`config.mk`:
```
export PLATFORM = sky130hd
export DESIGN_NAME = mem_wb_stage
export DESIGN_NICKNAME = d
export VERILOG_FILES = /design/src/rtl/arm_mem_pkg.sv /design/src/rtl/mem_timeout_ctr.sv /design/src/rtl/mem_wb_stage.sv
export SDC_FILE = /design/constraint.sdc
export NUM_CORES = 1
export LEC_CHECK = 0
export ABC_AREA = 1
export CAP_MARGIN = 20
export CORE_MARGIN = 2
export CORE_UTILIZATION = 45
export DETAILED_ROUTE_END_ITERATION = 6
export PLACE_DENSITY = 0.81
export SYNTH_ARGS = -nofsm -noshare
export SYNTH_HDL_FRONTEND = slang
export SYNTH_SLANG_ARGS = --single-unit
export TNS_END_PERCENT = 30
```
`constraint.sdc`:
```
create_clock -name clk -period 2.2 [get_ports clk]
set_input_delay 0.44 -clock clk [delete_from_list [all_inputs] [get_ports clk]]
set_output_delay 0.44 -clock clk [all_outputs]
set_load 0.02 [all_outputs]
```
`src/rtl/arm_mem_pkg.sv`:
```
`default_nettype none
// ============================================================================
//  Module   : arm_mem_pkg
//  Purpose  : Shared types for the memory-access / MEM-WB pipeline stage.
//  Revision : 1.0  initial release
// ============================================================================
package arm_mem_pkg;

    // Memory-stage sequencer states
    typedef enum logic [0:0] {
        IDLE = 1'b0,
        WAIT = 1'b1
    } mem_state_t;

    // Control bits carried into the W stage
    typedef struct packed {
        logic valid;
        logic regwrite;
        logic memtoreg;
        logic pcsrc;
    } wb_ctrl_t;

    // A bubble clears every W-stage control bit
    localparam wb_ctrl_t c_WB_BUBBLE = '0;

    // An M-stage slot needs the data memory only when it is real and loads or stores
    function automatic logic is_memop(input logic valid, input logic memwrite,
                                      input logic memtoreg);
        return valid & (memwrite | memtoreg);
    endfunction

endpackage
`default_nettype wire

```
`src/rtl/mem_timeout_ctr.sv`:
```
`default_nettype none
// ============================================================================
//  Module   : mem_timeout_ctr
//  Purpose  : Counts cycles spent waiting on the data memory and flags the
//             last permitted cycle. Saturates instead of wrapping.
//  Revision : 1.0  initial release
// ============================================================================
module mem_timeout_ctr #(
    parameter int TIMEOUT = 255
) (
    input  logic clk,
    input  logic rst_n,
    input  logic clear,
    input  logic enable,
    output logic expired
);

    localparam int               c_CW   = $clog2(TIMEOUT + 1);
    localparam logic [c_CW-1:0]  c_LAST = c_CW'(TIMEOUT - 1);
    localparam logic [c_CW-1:0]  c_MAX  = c_CW'(TIMEOUT);

    logic [c_CW-1:0] r_count;

    // Clear on entry to the wait phase, then count up and hold at the ceiling
    always_ff @(posedge clk or negedge rst_n) begin
        if (!rst_n) begin
            r_count <= '0;
        end else if (clear) begin
            r_count <= '0;
        end else if (enable && (r_count != c_MAX)) begin
            r_count <= r_count + 1'b1;
        end
    end

    // The cycle in which the counter reads TIMEOUT-1 is the last chance for an ack
    assign expired = (r_count == c_LAST);

endmodule
`default_nettype wire

```
`src/rtl/mem_wb_stage.sv`:
```
`default_nettype none
// ============================================================================
//  Module   : mem_wb_stage
//  Purpose  : Memory-access stage with req/ack data-memory handshake, upstream
//             stall, access timeout, and the MEM/WB pipeline register.
//  Revision : 1.0  initial release
// ============================================================================
module mem_wb_stage #(
    parameter int DATA_W  = 32,
    parameter int RA_W    = 4,
    parameter int TIMEOUT = 255
) (
    input  logic              clk,
    input  logic              rst_n,
    input  logic              ValidM,
    input  logic              MemWriteM,
    input  logic              MemToRegM,
    input  logic              RegWriteM,
    input  logic              PCSrcM,
    input  logic [DATA_W-1:0] ALUResultM,
    input  logic [DATA_W-1:0] WriteDataM,
    input  logic [RA_W-1:0]   WA3M,
    output logic              mem_req,
    output logic              mem_we,
    output logic [DATA_W-1:0] mem_addr,
    output logic [DATA_W-1:0] mem_wdata,
    input  logic [DATA_W-1:0] mem_rdata,
    input  logic              mem_ack,
    output logic              StallM,
    output logic              ValidW,
    output logic              RegWriteW,
    output logic              MemToRegW,
    output logic              PCSrcW,
    output logic [DATA_W-1:0] ALUOutW,
    output logic [DATA_W-1:0] ReadDataW,
    output logic [RA_W-1:0]   WA3W,
    output logic              bus_err
);

    import arm_mem_pkg::*;

    mem_state_t        r_state;
    logic [DATA_W-1:0] r_addr;
    logic [DATA_W-1:0] r_wdata;
    logic              r_we;
    wb_ctrl_t          r_ctrl;
    logic [RA_W-1:0]   r_ra;
    wb_ctrl_t          r_wb;
    logic [DATA_W-1:0] r_aluout;
    logic [DATA_W-1:0] r_rdata;
    logic [RA_W-1:0]   r_wa3;
    logic              r_bus_err;

    logic w_memop;
    logic w_idle;
    logic w_in_wait;
    logic w_start;
    logic w_done;
    logic w_timeout;
    logic w_expired;

    assign w_memop   = is_memop(ValidM, MemWriteM, MemToRegM);
    assign w_idle    = (r_state == IDLE);
    assign w_in_wait = (r_state == WAIT);
    assign w_start   = w_idle & w_memop;
    // An ack arriving on the expiry cycle still completes the access
    assign w_done    = w_in_wait & mem_ack;
    assign w_timeout = w_in_wait & ~mem_ack & w_expired;

    assign StallM    = w_start | (w_in_wait & ~mem_ack & ~w_expired);
    assign mem_req   = w_in_wait;
    assign mem_we    = w_in_wait & r_we;
    assign mem_addr  = r_addr;
    assign mem_wdata = r_wdata;

    mem_timeout_ctr #(
        .TIMEOUT (TIMEOUT)
    ) u_timeout_ctr (
        .clk     (clk),
        .rst_n   (rst_n),
        .clear   (w_start),
        .enable  (w_in_wait),
        .expired (w_expired)
    );

    // Sequencer: leave IDLE on a memory op, return on ack or timeout
    always_ff @(posedge clk or negedge rst_n) begin
        if (!rst_n) begin
            r_state <= IDLE;
        end else if (w_start) begin
            r_state <= WAIT;
        end else if (w_done || w_timeout) begin
            r_state <= IDLE;
        end
    end

    // Capture the M-stage operation once; upstream is frozen while we wait
    always_ff @(posedge clk or negedge rst_n) begin
        if (!rst_n) begin
            r_addr  <= '0;
            r_wdata <= '0;
            r_we    <= 1'b0;
            r_ctrl  <= c_WB_BUBBLE;
            r_ra    <= '0;
        end else if (w_start) begin
            r_addr  <= ALUResultM;
            r_wdata <= WriteDataM;
            r_we    <= MemWriteM;
            r_ctrl  <= '{valid: 1'b1, regwrite: RegWriteM, memtoreg: MemToRegM, pcsrc: PCSrcM};
            r_ra    <= WA3M;
        end
    end

    // Timeout flag is sticky until reset
    always_ff @(posedge clk or negedge rst_n) begin
        if (!rst_n) begin
            r_bus_err <= 1'b0;
        end else if (w_timeout) begin
            r_bus_err <= 1'b1;
        end
    end

    // MEM/WB register: retire a completed access, pass a non-memory op, else bubble
    always_ff @(posedge clk or negedge rst_n) begin
        if (!rst_n) begin
            r_wb     <= c_WB_BUBBLE;
            r_aluout <= '0;
            r_rdata  <= '0;
            r_wa3    <= '0;
        end else if (w_done) begin
            r_wb     <= r_ctrl;
            r_aluout <= r_addr;
            r_wa3    <= r_ra;
            if (r_ctrl.memtoreg) begin
                r_rdata <= mem_rdata;
            end
        end else if (w_idle && !w_memop) begin
            r_wb     <= '{valid: ValidM, regwrite: RegWriteM, memtoreg: MemToRegM, pcsrc: PCSrcM};
            r_aluout <= ALUResultM;
            r_wa3    <= WA3M;
        end else begin
            r_wb     <= c_WB_BUBBLE;
        end
    end

    assign ValidW    = r_wb.valid;
    assign RegWriteW = r_wb.regwrite;
    assign MemToRegW = r_wb.memtoreg;
    assign PCSrcW    = r_wb.pcsrc;
    assign ALUOutW   = r_aluout;
    assign ReadDataW = r_rdata;
    assign WA3W      = r_wa3;
    assign bus_err   = r_bus_err;

endmodule
`default_nettype wire

```
==> metrics <==
Syn Area/Cell about 9.8 um2; initial antenna violation count 0; H-tree depth 4; TritonCTS Buffers 17; commonest non-fill, non-tap cell in the layout clkdlybuf4s50_1; vias in the first global route 5577; layout cells sized above 1 10.4%; Tmin final ~2.0 ns; DRC viols 0; initial DRC count about 360; DR vias 5370; maximum clock frequency about 0.5 GHz; DIE WIDTH between 100 and 150 um; Yosys cell types 28; final-report setup violation count 0; largest net degree at the start of global routing 73; post-layout net count just over 1000; CTS tree yes; Cell Int Power approximately 7700 uW; crit path DAT between 1.5 and 2 ns; Hold Path Class register to register; Num Clock Sinks approximately 160; ANT nets after route 0; critical path launch point type register; P&R area growth vs syn 51.0%; Starting Density around 46%; row count 44; Post-synth EDFFs 0; Hold Worst Slack roughly 0.45 ns; CTS max path bufs 2; Crit. End Element output pin; pwr dens between 1000 and 1500 mW/mm2; Max Transition Viols Final 0; Gate power share 36.5%; crit path kind register to output pin; outcome completed; YS warnings 0; Final Hold Viols 0; Synth Instances between 600 and 700; hpwl dp 11700 um; global-route usage over all layers between 20% and 30%; gpl congestion 0.794; FF+latch count, synth around 160; peak fanout along the critical path 8; IO Pins approximately 250; Root Driver clkbuf_16; Required @ worst endpoint around 1.8 ns; first-pass detailed-route iteration total 6; Clock Skews roughly 0.007 ns; area of placed instances 0.00929 mm2; pre-CTS setup slack -0.231 ns; Die Ht between 100 and 150 um; first-pass GRT wire length 27700 um; post-synthesis sequential area ratio just under 60%; Psw 3670 uW; buffers added on ports roughly 250; synthesized cell area about 0.0066 mm2; aggregate global routing overflow 0; share of power burned in the clock network 27.0%; crit share post-route around 93%; Worst Slack Setup Final about 0.15 ns; die area roughly 0.016 mm2; # diodes 0; design area 0.00994 mm2; core region area between 0.01 and 0.015 mm2; placed insts ~1100; Clock Pin Slew Worst Setup and Hold Paths about 0.060 ns; Sequential Power Share approximately 37%; Power, Total about 11000 uW; ys flop type dfrtp_1; Peak VDD IR approximately 0.9 mV; vias per inst 4.80; most frequent cells in the layout 244 x clkdlybuf4s50_1, 201 x nand2_1, 155 x dfrtp_1; sw frac approximately 32%; WL/cell between 10 and 15 um; DRT Wirelength about 17000 um; fraction of registers with async set/reset 100%; unrepaired setup endpoints after global routing false; syn nets between 700 and 800; Layout Cells excl Fill around 1100; max-cap viol count 0; static leakage 0.00465 uW; Slew @ Worst Pin ~0.53 ns; Rel. slew slack around 65%; Skew-Pair Late Insertion Delay between 0.4 and 0.5 ns
## synth_stat cells (all sizes together) (2+ instances only)
| cell | instances | area (um2) |
|---|---|---|
| clkbuf | 5 | 18.8 |
| nor2 | 45 | 171 |
| nand4 | 3 | 18.8 |
| o21a | 27 | 203 |
| inv | 56 | 213 |
| buf | 30 | 223 |
| nand2 | 205 | 790 |
| mux2 | 32 | 469 |
| nand3 | 10 | 55.1 |
| dfrtp | 155 | 3880 |
| o21ai | 57 | 285 |
| xor2 | 2 | 17.5 |
| a21oi | 37 | 185 |
| ha | 2 | 25.0 |
## worst paths after layout
kind                       cells after the start                       end  slack (ns)             startpoint
max                                            2                   mem_req        0.15    mem_req$_DFFE_PN0P_
min                                            2     r_ctrl[3]$_DFFE_PN0P_        0.45  r_ctrl[3]$_DFFE_PN0P_
max reg2reg                                    7   mem_addr[0]$_DFFE_PN0P_        0.67    mem_req$_DFFE_PN0P_
min reg2reg                                    2     r_ctrl[3]$_DFFE_PN0P_        0.45  r_ctrl[3]$_DFFE_PN0P_
max in group asynchronous                      3  mem_addr[16]$_DFFE_PN0P_        0.98                  rst_n
min in group asynchronous                      2   mem_addr[7]$_DFFE_PN0P_        0.54                  rst_n
## worst max-delay path, cell delays in order (launching register included)
cell,delay [ns]
dfrtp_1,0.36
buf_4,0.17
clkdlybuf4s50_1,0.66
## through the flow
step                TNS [ns]  util, %
finish                     0     68.9
global route               0     68.9
CTS                        0     68.9
detailed placement    -0.231     64.4
global placement      -0.223     64.4
floorplan                  0        -
## power groups by stage
| stage | clock network, uW | registers (uW) | logic [uW] |
|---|---|---|---|
| 4_1_cts | 3150 | 4170 | 4210 |
| 3_3_place_gp | 0 | 4170 | 4130 |
| 5_1_grt | 3270 | 4270 | 4450 |
| 3_5_place_dp | 0 | 4190 | 4200 |
| 6_report | 3080 | 4170 | 4170 |
| 2_1_floorplan | 0 | 5050 | 1190 |
## flip-flops by register name, indices dropped and copies added (netlist names), 4 cells and up
| signal | flops |
|---|---|
| ALUOutW | 32 |
| u_timeout_ctr.r_count | 8 |
| mem_addr | 32 |
| mem_wdata | 32 |
| r_ctrl | 4 |
| ReadDataW | 32 |
| WA3W | 4 |
| r_ra | 4 |
## cells by family (layout without fill, tap and decap cells)
kind of cell | Yosys count | after routing | synth area share [%]
compound gates | 123 | 123 | 10.4
xor+xnor | 3 | 3 | 0.399
fa+ha+maj | 2 | 2 | 0.380
buf+inv | 91 | 355 | 6.90
flops | 155 | 155 | 58.9
mux | 32 | 32 | 7.13
simple gates | 264 | 264 | 15.8
## per-layer routing
| metal | GRT usage (%) | wire length (um) | part of all wire [%] | vias up |
|---|---|---|---|---|
| met5 | 0 | 0 | 0 | - |
| met4 | 6.86 | 235 | 1.4 | 0 |
| met3 | 8.34 | 1530 | 9.2 | 19 |
| met2 | 35.8 | 7710 | 47 | 223 |
| met1 | 27.8 | 7060 | 43 | 2482 |
| li1 | - | - | - | 2646 |
## area by class of cell
cell class / count / area (um2)
clock inverters: 12 / 171
inverters: 56 / 213
flip-flops and latches: 155 / 3880
clock buffers: 19 / 453
fillers: 1066 / 4490
well taps: 184 / 230
repair buffers: 268 / 2730
multi-input cells: 424 / 2260
## what timing repair did
item / in CTS / in global routing
setup endpoints to repair: 1 / 2
buffers inserted: 1 / 0
hold endpoints to repair: 30 / 0
hold buffers: 1 / 0
resized for setup: 2 / 5
Power figures use the tool's default switching activity.
